[config.mk]
export PLATFORM = sky130hd
export DESIGN_NAME = vend_credit_fsm_flat
export DESIGN_NICKNAME = d
export VERILOG_FILES = /design/src/rtl/vend_credit_if.sv /design/src/rtl/vend_credit_fsm.sv /design/src/flat_wrapper.sv
export SDC_FILE = /design/constraint.sdc
export NUM_CORES = 1
export LEC_CHECK = 0
export CAP_MARGIN = 10
export CORE_MARGIN = 3
export CORE_UTILIZATION = 36
export CTS_CLUSTER_DIAMETER = 50
export DETAILED_ROUTE_END_ITERATION = 10
export GPL_TIMING_DRIVEN = 1
export SLEW_MARGIN = 20
export SYNTH_ARGS = -nofsm -noshare
export SYNTH_HDL_FRONTEND = slang
export SYNTH_SLANG_ARGS = --single-unit
[constraint.sdc]
create_clock -name i_clk -period 2.75 [get_ports i_clk]
set_clock_uncertainty 0.05 [all_clocks]
set_input_delay 0.55 -clock i_clk [delete_from_list [all_inputs] [get_ports i_clk]]
set_output_delay 0.55 -clock i_clk [all_outputs]
set_load 0.02 [all_outputs]
[src/rtl/vend_credit_if.sv]
// Coin-acceptor / actuator bundle for the vending credit controller.
// The master drives coin and cancel requests; the slave returns credit and actuator pulses.
interface vend_credit_if #(
  parameter int COIN_W   = 3,
  parameter int CREDIT_W = 5
);
  logic                i_coin_vld;
  logic [COIN_W-1:0]   i_coin;
  logic                i_cancel;
  logic [CREDIT_W-1:0] o_credit;
  logic                o_coin_reject;
  logic                o_dispense;
  logic                o_change_vld;
  logic [CREDIT_W-1:0] o_change_amt;
  logic                o_busy;

  modport master (
    output i_coin_vld, i_coin, i_cancel,
    input  o_credit, o_coin_reject, o_dispense, o_change_vld, o_change_amt, o_busy
  );

  modport slave (
    input  i_coin_vld, i_coin, i_cancel,
    output o_credit, o_coin_reject, o_dispense, o_change_vld, o_change_amt, o_busy
  );
endinterface

[src/rtl/vend_credit_fsm.sv]
// Coin-credit controller: accumulates coins, dispenses one item at PRICE, then pays back
// the remainder (or the whole credit on cancel) in steps of at most CHANGE_UNIT.
module vend_credit_fsm #(
  parameter int COIN_W      = 3,
  parameter int CREDIT_W    = 5,
  parameter int PRICE       = 6,
  parameter int MAX_CREDIT  = 31,
  parameter int CHANGE_UNIT = 1
) (
  input  logic         i_clk,
  input  logic         i_rst_n,
  vend_credit_if.slave bus
);

  typedef enum logic [1:0] {S_IDLE, S_COLLECT, S_DISPENSE, S_CHANGE} state_t;

  localparam logic [CREDIT_W:0]   PRICE_X = PRICE[CREDIT_W:0];
  localparam logic [CREDIT_W:0]   MAX_X   = MAX_CREDIT[CREDIT_W:0];
  localparam logic [CREDIT_W-1:0] PRICE_C = PRICE[CREDIT_W-1:0];

  state_t              state_q, state_d;
  logic [CREDIT_W-1:0] credit_q, credit_d;
  logic                reject_q, reject_d;

  logic [CREDIT_W:0]   sum;
  logic                coin_nz;
  logic                accept;
  logic [CREDIT_W-1:0] step_amt;

  function automatic logic [CREDIT_W-1:0] change_step(input logic [CREDIT_W-1:0] c);
    if (int'(c) >= CHANGE_UNIT) return CHANGE_UNIT[CREDIT_W-1:0];
    return c;
  endfunction

  always_ff @(posedge i_clk or negedge i_rst_n) begin
    if (!i_rst_n) begin
      state_q  <= S_IDLE;
      credit_q <= '0;
      reject_q <= 1'b0;
    end else begin
      state_q  <= state_d;
      credit_q <= credit_d;
      reject_q <= reject_d;
    end
  end

  // Extra top bit on the sum keeps an oversized coin from wrapping past MAX_CREDIT.
  always_comb begin
    sum      = {1'b0, credit_q} + {{(CREDIT_W + 1 - COIN_W){1'b0}}, bus.i_coin};
    coin_nz  = bus.i_coin_vld && (bus.i_coin != '0);
    accept   = coin_nz && (state_q == S_IDLE || state_q == S_COLLECT)
               && !bus.i_cancel && (sum <= MAX_X);
    reject_d = coin_nz && !accept;
    step_amt = change_step(credit_q);
    state_d  = state_q;
    credit_d = credit_q;

    case (state_q)
      S_IDLE, S_COLLECT: begin
        if (accept) begin
          credit_d = sum[CREDIT_W-1:0];
          state_d  = (sum >= PRICE_X) ? S_DISPENSE : S_COLLECT;
        end else if (state_q == S_COLLECT && bus.i_cancel) begin
          state_d = S_CHANGE;
        end
      end
      S_DISPENSE: begin
        credit_d = credit_q - PRICE_C;
        state_d  = (credit_q == PRICE_C) ? S_IDLE : S_CHANGE;
      end
      S_CHANGE: begin
        credit_d = credit_q - step_amt;
        if (credit_d == '0) state_d = S_IDLE;
      end
      default: state_d = S_IDLE;
    endcase
  end

  assign bus.o_credit      = credit_q;
  assign bus.o_coin_reject = reject_q;
  assign bus.o_dispense    = (state_q == S_DISPENSE);
  assign bus.o_change_vld  = (state_q == S_CHANGE);
  assign bus.o_change_amt  = (state_q == S_CHANGE) ? step_amt : '0;
  assign bus.o_busy        = (state_q == S_DISPENSE) || (state_q == S_CHANGE);

endmodule
[src/flat_wrapper.sv]
// flat-port wrapper written by rule: the top's interface ports become plain ports
module vend_credit_fsm_flat 
#(
  parameter int COIN_W      = 3,
  parameter int CREDIT_W    = 5,
  parameter int PRICE       = 6,
  parameter int MAX_CREDIT  = 31,
  parameter int CHANGE_UNIT = 1
)
  (i_clk, i_rst_n, bus_i_coin_vld, bus_i_coin, bus_i_cancel, bus_o_credit, bus_o_coin_reject, bus_o_dispense, bus_o_change_vld, bus_o_change_amt, bus_o_busy);
  vend_credit_if #(.COIN_W(COIN_W), .CREDIT_W(CREDIT_W)) bus_i ();
  input  logic i_clk;
  input  logic i_rst_n;
  input wire logic [$bits(bus_i.i_coin_vld)-1:0] bus_i_coin_vld;
  input wire logic [$bits(bus_i.i_coin)-1:0] bus_i_coin;
  input wire logic [$bits(bus_i.i_cancel)-1:0] bus_i_cancel;
  output wire logic [$bits(bus_i.o_credit)-1:0] bus_o_credit;
  output wire logic [$bits(bus_i.o_coin_reject)-1:0] bus_o_coin_reject;
  output wire logic [$bits(bus_i.o_dispense)-1:0] bus_o_dispense;
  output wire logic [$bits(bus_i.o_change_vld)-1:0] bus_o_change_vld;
  output wire logic [$bits(bus_i.o_change_amt)-1:0] bus_o_change_amt;
  output wire logic [$bits(bus_i.o_busy)-1:0] bus_o_busy;
  assign bus_i.i_coin_vld = bus_i_coin_vld;
  assign bus_i.i_coin = bus_i_coin;
  assign bus_i.i_cancel = bus_i_cancel;
  assign bus_o_credit = bus_i.o_credit;
  assign bus_o_coin_reject = bus_i.o_coin_reject;
  assign bus_o_dispense = bus_i.o_dispense;
  assign bus_o_change_vld = bus_i.o_change_vld;
  assign bus_o_change_amt = bus_i.o_change_amt;
  assign bus_o_busy = bus_i.o_busy;
  vend_credit_fsm #(.COIN_W(COIN_W), .CREDIT_W(CREDIT_W), .PRICE(PRICE), .MAX_CREDIT(MAX_CREDIT), .CHANGE_UNIT(CHANGE_UNIT)) u_core (.i_clk(i_clk), .i_rst_n(i_rst_n), .bus(bus_i));
endmodule
==> results of run 1 <==
## stage by stage
step | cell area [µm²] | hold WS [ns] | util
2_1_floorplan | 887 | 0.204 | -
3_3_place_gp | 1090 | 0.622 | 0.478
3_5_place_dp | 1090 | 0.618 | 0.478
4_1_cts | 1120 | 0.527 | 0.491
5_1_grt | 1140 | 0.545 | 0.499
6_report | 1140 | 0.525 | 0.499
## synth_stat cells (2+ instances only)
cell       instances  area [µm²]
nand4bb_1          2        22.5
ha_1               7        87.6
nand2_1            8        30.0
o211ai_1           2        15.0
o31ai_1            3        22.5
a21o_1             3        22.5
a21oi_1            5        25.0
or2_2              2        12.5
nand3_1            3        15.0
xor2_1             3        26.3
buf_4              5        37.5
a32oi_1            2        17.5
nor2_1             8        30.0
dfrtp_1            8         200
a31oi_1            2        12.5
o21ai_0            8        40.0
mux2i_1            2        20.0
inv_1              7        26.3
## kinds of logic (layout without fill, tap and decap cells)
logic type,Yosys count,count (layout),share of synthesized area
AOI/OAI and AO/OA,33,33,0.255
xor gates and xnor gates,4,4,0.0397
adders and majority gates,9,9,0.133
buffers and inverters,15,35,0.0977
DFF,8,8,0.227
muxes,3,3,0.0354
other,1,2,0.00425
and+or+nand+nor,31,31,0.208
## per-layer routing
metal / vias to the layer above / wire length [µm]
met4: 0 / 0
met2: 33 / 1150
li1: 421 / -
met5: - / 0
met3: 0 / 113
met1: 420 / 1020
## worst max-delay path, delay by kind of cell (launching register included)
kind,cells,cell delay (ns)
flops,1,0.37
buf+inv,2,0.67
simple gates,2,0.49
fa+ha+maj,1,0.25
## how the worst max path moves through the flow
stage	start	end
3_5_place_dp	bus_i_coin[0]	u_core.state_q[0]
4_1_cts	u_core.bus.o_credit[2]	u_core.state_q[1]
3_3_place_gp	bus_i_coin[0]	u_core.state_q[0]
2_1_floorplan	u_core.bus.o_credit[1]	u_core.state_q[0]
6_report	u_core.bus.o_credit[2]	bus_o_change_amt[1]
5_1_grt	u_core.bus.o_credit[2]	bus_o_change_amt[1]
## power by group
group / switching, mW / internal, mW
Sequential: 0.0557 / 0.178
Clock: 0.0405 / 0.0500
Combinational: 0.675 / 0.526
Total: 0.771 / 0.754
## cell type report
cell class / count / area (µm²) / area share
clock buffers: 3 / 22.5 / 0.0198
inverters: 7 / 26.3 / 0.0231
multi-input cells: 82 / 619 / 0.545
flip-flops and latches: 8 / 200 / 0.176
well taps: 28 / 35.0 / 0.0308
repair buffers: 25 / 233 / 0.205
## registers in the layout, indices dropped and copies added (netlist names)
name	count
u_core.bus.o_coin_reject	1
u_core.state_q	2
u_core.bus.o_credit	5
## timing repair
action,CTS,global route
resized for setup,0,4
setup buffers,1,0
cloned,0,0
endpoints found under the setup margin,2,2
==> flow_metrics.env, run 1 <==
export IMPL_fin_tns_setup_ns=0
export IMPL_grt_overflow=0
export IMPL_met3_usage=0.0280
export IMPL_p_leak_nw=0.500
export IMPL_drive_gt1_frac=0.152
export IMPL_min_period_ns=2.63
export IMPL_fill_cells=239
export IMPL_rows=17
export IMPL_final_cells=153
export IMPL_drtIter0Drc=21
export IMPL_ir_drop_mv=0.637
export IMPL_worst_r2r_cell_count=10
export IMPL_cp_start_kind="flop"
export IMPL_via_per_inst=5.71
export IMPL_reg2reg_from="u_core.bus.o_credit[2]"
export IMPL_slowest_delay_ns=0.59
export IMPL_syn_area_um2=883
export IMPL_p_per_area_nw_per_um2=1340
export IMPL_tightest_slew_ns=0.518
export IMPL_worstPathRequired_ns=2.15
export IMPL_cts_tree="built"
export IMPL_ys_seq_elements=8
export IMPL_hold_viol_final=0
export IMPL_finalSetupViolations=0
export IMPL_routed_wl_mm=2.28
export IMPL_crit_path_end_kind="primary output"
export IMPL_power_total_mw=1.53
export IMPL_syn_inst=104
export IMPL_fmaxAchievable_mhz=381
export IMPL_port_buffers=18
export IMPL_gr_usage_all_layers=0.145
export IMPL_synth_ff_type="dfrtp_1"
export IMPL_synth_cell_types=42
export IMPL_grt_pass1_wl_mm=3.65
export IMPL_wire_per_inst_um=14.9
export IMPL_rsz0062_at_grt="no"
export IMPL_num_antenna_cells=0
export IMPL_clock_latency_ns=0.25
export IMPL_outcome="finished, final reports clean"
export IMPL_met1_usage=0.202
export IMPL_mostFrequentLayoutCells="18 x clkdlybuf4s50_1, 8 x nor2_1, 8 x nand2_1, 8 x dfrtp_1"
export IMPL_die_area_um2=3080
export IMPL_die_h_um=55.5
export IMPL_synth_edf_count=0
export IMPL_avgSynthCellArea_um2=8.49
export IMPL_place_inst=149
export IMPL_cap_violations=0
export IMPL_clk_pin_slew_ns=0.06
export IMPL_cts_sinks=8
export IMPL_dr_pass1_iters=4
export IMPL_grt_max_degree=14
export IMPL_dp_hpwl_mm=1.79
export IMPL_design_core_area_um2=2280
export IMPL_grt_pass1_vias=798
export IMPL_cp_cell_sequence="inv_1, ha_1, nor4b_4, and3_2, clkdlybuf4s50_1"
export IMPL_arrival_ns=2.03
export IMPL_final_common_cell="clkdlybuf4s50_1"
export IMPL_crit_path_top_delay_cell="clkdlybuf4s50_1"
export IMPL_place_congestion=0.914
export IMPL_yosys_warnings=0
export IMPL_final_setup_worst_slack_ns=0.125
export IMPL_clock_root_buffer="clkbuf_4"
export IMPL_r2r_end="u_core.state_q[1]"
export IMPL_htree_levels=1
export IMPL_die_w_um=55.5
export IMPL_vias=874
export IMPL_antenna_left=0
export IMPL_initial_core_util=0.388
export IMPL_hold_buffers=0
export IMPL_report_final_slew_viol_count=0
export IMPL_fin_nets=142
export IMPL_ys_seq_area_frac=0.227
export IMPL_antenna_found_initial=0
export IMPL_period_share=0.955
export IMPL_worst_hold_path_type="in2async"
export IMPL_timing_critical_path_fanout_max=5
export IMPL_numCtsBuffers=3
export IMPL_path_class="reg2out"
export IMPL_area_growth_pct=28.6
export IMPL_clockBufferDepth=2
export IMPL_relSlewSlack=0.650
export IMPL_rrSetupSlack_ns=0.15
export IMPL_pre_cts_slack_ns=0.0344
export IMPL_grt_use_met2=0.236
export IMPL_synthArstFlopShare=1.00
export IMPL_io_pin_count=21
export IMPL_route_detailed_drc=0
export IMPL_top_usage_layer="met2"
(Power assumes the default switching activity.)
==> run 2, diff against run 1 <==
--- a/config.mk
+++ b/config.mk
@@ -5,12 +5,15 @@
 export SDC_FILE = /design/constraint.sdc
 export NUM_CORES = 1
 export LEC_CHECK = 0
-export CAP_MARGIN = 10
+export CELL_PAD_IN_SITES_DETAIL_PLACEMENT = 0
+export CELL_PAD_IN_SITES_GLOBAL_PLACEMENT = 2
+export CORE_ASPECT_RATIO = 0.5
 export CORE_MARGIN = 3
-export CORE_UTILIZATION = 36
+export CORE_UTILIZATION = 28
 export CTS_CLUSTER_DIAMETER = 50
 export DETAILED_ROUTE_END_ITERATION = 10
 export GPL_TIMING_DRIVEN = 1
+export PLACE_DENSITY_LB_ADDON = 0.1
 export SLEW_MARGIN = 20
 export SYNTH_ARGS = -nofsm -noshare
 export SYNTH_HDL_FRONTEND = slang
==> flow_metrics.env, run 2 (synthesis gave the netlist of run 1 again) <==
export IMPL_outcome="finished, final reports clean"
export IMPL_route_detailed_drc=0
export IMPL_min_period_ns=2.56
export IMPL_p_leak_nw=0.546
export IMPL_dr_pass1_iters=4
export IMPL_fin_tns_setup_ns=0
export IMPL_clk_pin_slew_ns=0.04
export IMPL_io_pin_count=21
export IMPL_ir_drop_mv=0.562
export IMPL_critPathBufInv=1
export IMPL_power_frac_comb=0.765
export IMPL_cap_violations=0
export IMPL_clock_root_buffer="clkbuf_8"
export IMPL_finalSetupViolations=0
export IMPL_via_per_inst=5.25
export IMPL_timing_critical_path_fanout_max=7
export IMPL_placed_area_um2=1110
export IMPL_grt_pass1_wl_mm=4.13
export IMPL_numCtsBuffers=3
export IMPL_fmaxAchievable_mhz=390
export IMPL_crit_path_top_delay_cell="o31ai_1"
export IMPL_cp_cell_sequence="inv_1, ha_1, nor4b_4, or2_2, ha_1, o31ai_1, nand3_1, o31ai_1, a32oi_1"
export IMPL_wire_per_inst_um=15.5
export IMPL_slowest_delay_ns=0.47
export IMPL_cts_resized=0
export IMPL_p_int_mw=0.802
export IMPL_hold_viol_final=0
export IMPL_grt_max_degree=14
export IMPL_largest_reg_flops=5
export IMPL_design_area_um2=1160
export IMPL_period_share=0.932
export IMPL_p_sw_mw=0.776
export IMPL_final_util=0.415
export IMPL_design_core_area_um2=2800
export IMPL_antenna_found_initial=0
export IMPL_drive_gt1_frac=0.143
export IMPL_p_clk_frac=0.091
export IMPL_drtIter0Drc=27
export IMPL_rsz0062_at_grt="no"
export IMPL_cts_sinks=8
export IMPL_grt_pass1_vias=822
export IMPL_post_cts_buffers=0
export IMPL_worst_hold_path_type="in2async"
export IMPL_port_buffers=18
export IMPL_vias=855
export IMPL_arrival_ns=2.60
export IMPL_cts_tree="built"
export IMPL_crit_family="compound AO/OA/AOI/OAI gates"
export IMPL_fin_nets=143
export IMPL_die_w_um=85.4
export IMPL_crit_path_end_kind="flop"
export IMPL_rows=13
export IMPL_cp_start_kind="flop"
export IMPL_final_common_cell="clkdlybuf4s50_1"
export IMPL_die_h_um=45.7
export IMPL_num_antenna_cells=0
export IMPL_die_area_um2=3910
export IMPL_fill_cells=300
export IMPL_report_final_slew_viol_count=0
export IMPL_final_setup_worst_slack_ns=0.186
export IMPL_place_congestion=0.826
export IMPL_p_per_area_nw_per_um2=1360
export IMPL_routed_wl_mm=2.53
export IMPL_clockBufferDepth=2
export IMPL_htree_levels=1
export IMPL_hold_buffers=0
export IMPL_dp_hpwl_mm=2.01
export IMPL_path_class="reg2reg"
export IMPL_seqPwrFrac=0.143
export IMPL_gr_usage_all_layers=0.138
export IMPL_swShare=0.492
export IMPL_antenna_left=0
export IMPL_clock_latency_ns=0.23
export IMPL_initial_core_util=0.316
export IMPL_area_growth_pct=31.3
export IMPL_worstPathRequired_ns=2.78
export IMPL_grt_overflow=0
export IMPL_pre_cts_slack_ns=0.00991
==> run 2: cell count changes in the layout (fill, tap and decap cells not counted) <==
cell	delta
clkbuf_4	-3
clkbuf_8	+3
clkdlybuf4s50_1	-2
dlymetal6s2s_1	+2
o31ai_1	+2
buf_4	+1
o21ai_0	+1
o21ai_1	-1
o31ai_2	-1
o31ai_4	-1
==> run 2: power by group through the flow <==
stage | clock, mW | combinational (mW) | sequential, mW
after floorplan | 0 | 0.742 | 0.296
after global placement | 0 | 1.19 | 0.224
after detailed placement | 0 | 1.20 | 0.229
after CTS | 0.148 | 1.21 | 0.227
after global routing | 0.150 | 1.33 | 0.232
final | 0.144 | 1.21 | 0.226
==> run 2: per-stage QoR <==
step | power [mW] | cells | hold WS, ns
finish | 1.58 | 163 | 0.573
global route | 1.71 | 163 | 0.600
CTS | 1.58 | 163 | 0.584
detailed placement | 1.43 | 160 | 0.584
global placement | 1.41 | 160 | 0.578
floorplan | 1.04 | 105 | 0.204
==> run 2: final timing paths <==
| check | startpoint | endpoint | slack, ns | cells past startpoint |
|---|---|---|---|---|
| worst max-delay path | u_core.bus.o_credit[2] | u_core.state_q[0] | 0.19 | 9 |
| worst min-delay path | i_rst_n | u_core.bus.o_credit[3] | 0.57 | 1 |
| worst max register to register | u_core.bus.o_credit[2] | u_core.state_q[0] | 0.19 | 9 |
| worst min register to register | u_core.state_q[1] | u_core.bus.o_credit[1] | 0.59 | 2 |
| max in group asynchronous | i_rst_n | u_core.bus.o_credit[2] | 1.79 | 1 |
| min in group i_clk | u_core.state_q[1] | u_core.bus.o_credit[1] | 0.59 | 2 |
==> run 2: worst reg2reg max path, stage by stage, from the launching register on <==
cell     delay [ns]
dfrtp_1        0.34
inv_1          0.06
ha_1           0.19
nor4b_4        0.16
or2_2          0.33
ha_1           0.27
o31ai_1        0.26
nand3_1        0.11
o31ai_1        0.47
a32oi_1        0.18
==> run 2: layout make-up <==
cell class	count	area (µm²)	area share
multi-input combinational	82	601	0.518
timing repair buffer	26	245	0.211
sequential	8	200	0.173
tap	37	46.3	0.0399
clock buffer	3	41.3	0.0356
inverter	7	26.3	0.0227
==> run 2: routing by layer <==
metal	up-vias	routed length (µm)	global-route usage
met3	2	141	0.00903
met5	-	0	0
met1	405	1340	0.213
li1	422	-	-
met2	26	1030	0.196
met4	0	17	0.0568
==> run 3, diff against run 2 <==
--- a/config.mk
+++ b/config.mk
@@ -14,6 +14,7 @@
 export DETAILED_ROUTE_END_ITERATION = 10
 export GPL_TIMING_DRIVEN = 1
 export PLACE_DENSITY_LB_ADDON = 0.1
+export RECOVER_POWER = 100
 export SLEW_MARGIN = 20
 export SYNTH_ARGS = -nofsm -noshare
 export SYNTH_HDL_FRONTEND = slang
==> flow_metrics.env, run 3 (synthesis gave the netlist of run 1 again) <==
export IMPL_area_growth_pct=30.3
export IMPL_grt_overflow=0
export IMPL_cap_violations=0
export IMPL_worst_hold_path_type="reg2reg"
export IMPL_fill_cells=302
export IMPL_htree_levels=1
export IMPL_design_core_area_um2=2800
export IMPL_ir_drop_mv=0.535
export IMPL_clock_root_buffer="clkbuf_8"
export IMPL_cp_cell_sequence="inv_1, ha_1, nor4b_4, or2_2, ha_1, o31ai_1, nand3_1, o31ai_1, a32oi_1"
export IMPL_design_area_um2=1150
export IMPL_worstPathRequired_ns=2.78
export IMPL_grt_pass1_vias=822
export IMPL_top_usage_layer="met1"
export IMPL_via_per_inst=5.26
export IMPL_cts_sinks=8
export IMPL_path_depth=9
export IMPL_met1_usage=0.213
export IMPL_p_leak_nw=0.535
export IMPL_die_h_um=45.7
export IMPL_final_common_cell="dlygate4sd3_1"
export IMPL_drtIter0Drc=38
export IMPL_critPathBufInv=1
export IMPL_grt_pass1_wl_mm=4.13
export IMPL_num_antenna_cells=0
export IMPL_grt_max_degree=14
export IMPL_cts_tree="built"
export IMPL_initial_core_util=0.316
export IMPL_outcome="finished, final reports clean"
export IMPL_crit_path_end_kind="flop"
export IMPL_slowest_delay_ns=0.48
export IMPL_r2r_end="u_core.state_q[0]"
export IMPL_rows=13
export IMPL_clockBufferDepth=2
export IMPL_drive_gt1_frac=0.143
export IMPL_clk_pin_slew_ns=0.04
export IMPL_placed_area_um2=1110
export IMPL_dp_hpwl_mm=2.01
export IMPL_report_final_slew_viol_count=0
export IMPL_power_total_mw=1.55
export IMPL_gr_usage_all_layers=0.138
export IMPL_wire_per_inst_um=15.5
export IMPL_port_buffers=18
export IMPL_path_class="reg2reg"
export IMPL_fin_tns_setup_ns=0
export IMPL_reg2reg_from="u_core.bus.o_credit[2]"
export IMPL_min_period_ns=2.57
export IMPL_fmaxAchievable_mhz=389
export IMPL_final_util=0.411
export IMPL_p_per_area_nw_per_um2=1340
export IMPL_arrival_ns=2.60
export IMPL_holdPathEnd="u_core.bus.o_credit[1]"
export IMPL_antenna_left=0
export IMPL_whs_path_depth=2
export IMPL_fin_nets=143
export IMPL_timing_critical_path_fanout_max=7
export IMPL_die_w_um=85.4
export IMPL_cp_start_kind="flop"
export IMPL_routed_wl_mm=2.52
export IMPL_largest_reg_flops=5
export IMPL_place_congestion=0.826
export IMPL_crit_path_top_delay_cell="o31ai_1"
export IMPL_route_detailed_drc=0
export IMPL_vias=858
export IMPL_io_pin_count=21
export IMPL_numCtsBuffers=3
export IMPL_hp_start="u_core.state_q[1]"
export IMPL_clock_latency_ns=0.23
export IMPL_rsz0062_at_grt="no"
export IMPL_antenna_found_initial=0
export IMPL_met3_usage=0.00903
export IMPL_hold_viol_final=0
export IMPL_worst_r2r_cell_count=9
export IMPL_finalSetupViolations=0
export IMPL_die_area_um2=3910
export IMPL_grt_use_met2=0.196
export IMPL_dr_pass1_iters=4
export IMPL_period_share=0.936
export IMPL_crit_family="compound AO/OA/AOI/OAI gates"
export IMPL_rrSetupSlack_ns=0.18
## run 3: per-layer routing
metal	wire length (µm)	part of all wire
met4	17	0.0067
met3	145	0.057
met1	1330	0.53
met2	1030	0.41
met5	0	0
## run 3: final cells by class
| type | instances | area (µm²) | share of cell area |
|---|---|---|---|
| Multi-Input combinational cell | 82 | 601 | 0.522 |
| Timing Repair Buffer | 26 | 236 | 0.205 |
| Sequential cell | 8 | 200 | 0.174 |
| Tap cell | 37 | 46.3 | 0.0402 |
| Clock buffer | 3 | 41.3 | 0.0359 |
| Inverter | 7 | 26.3 | 0.0228 |
## run 3: how the worst max path moves through the flow
stage	start	endpoint	slack [ns]
floorplan	u_core.bus.o_credit[1]	u_core.state_q[0]	0.19
finish	u_core.bus.o_credit[2]	u_core.state_q[0]	0.18
global route	u_core.bus.o_credit[2]	u_core.state_q[0]	0.04
CTS	u_core.bus.o_credit[2]	bus_o_change_amt[1]	0.12
detailed placement	bus_i_coin[0]	u_core.state_q[0]	0.01
global placement	bus_i_coin[0]	u_core.state_q[0]	0.08
## run 3: power by group
group	leakage [nW]	switching (mW)	internal, mW	total [mW]
Sequential	0.0941	0.0474	0.179	0.226
Clock	0.0216	0.0489	0.0951	0.144
Combinational	0.419	0.674	0.501	1.18
## run 3: stage by stage
stage	hold WS, ns	worst slack (ns)	cells
floorplan	0.204	0.187	105
global placement	0.578	0.0781	160
detailed placement	0.584	0.00991	160
CTS	0.584	0.119	163
global route	0.610	0.0426	163
finish	0.588	0.177	163
## run 3: worst reg2reg max path: stages (launching register included)
cell and delay [ns]:
dfrtp_1 0.34, inv_1 0.06, ha_1 0.19, nor4b_4 0.16, or2_2 0.33, ha_1 0.27, o31ai_1 0.26, nand3_1 0.11
o31ai_1 0.48, a32oi_1 0.18
## run 3: timing repair
action                     CTS  global route
hold buffers                 0             0
gates resized for setup      0             2
setup endpoints to repair    0             2
setup buffers                0             0
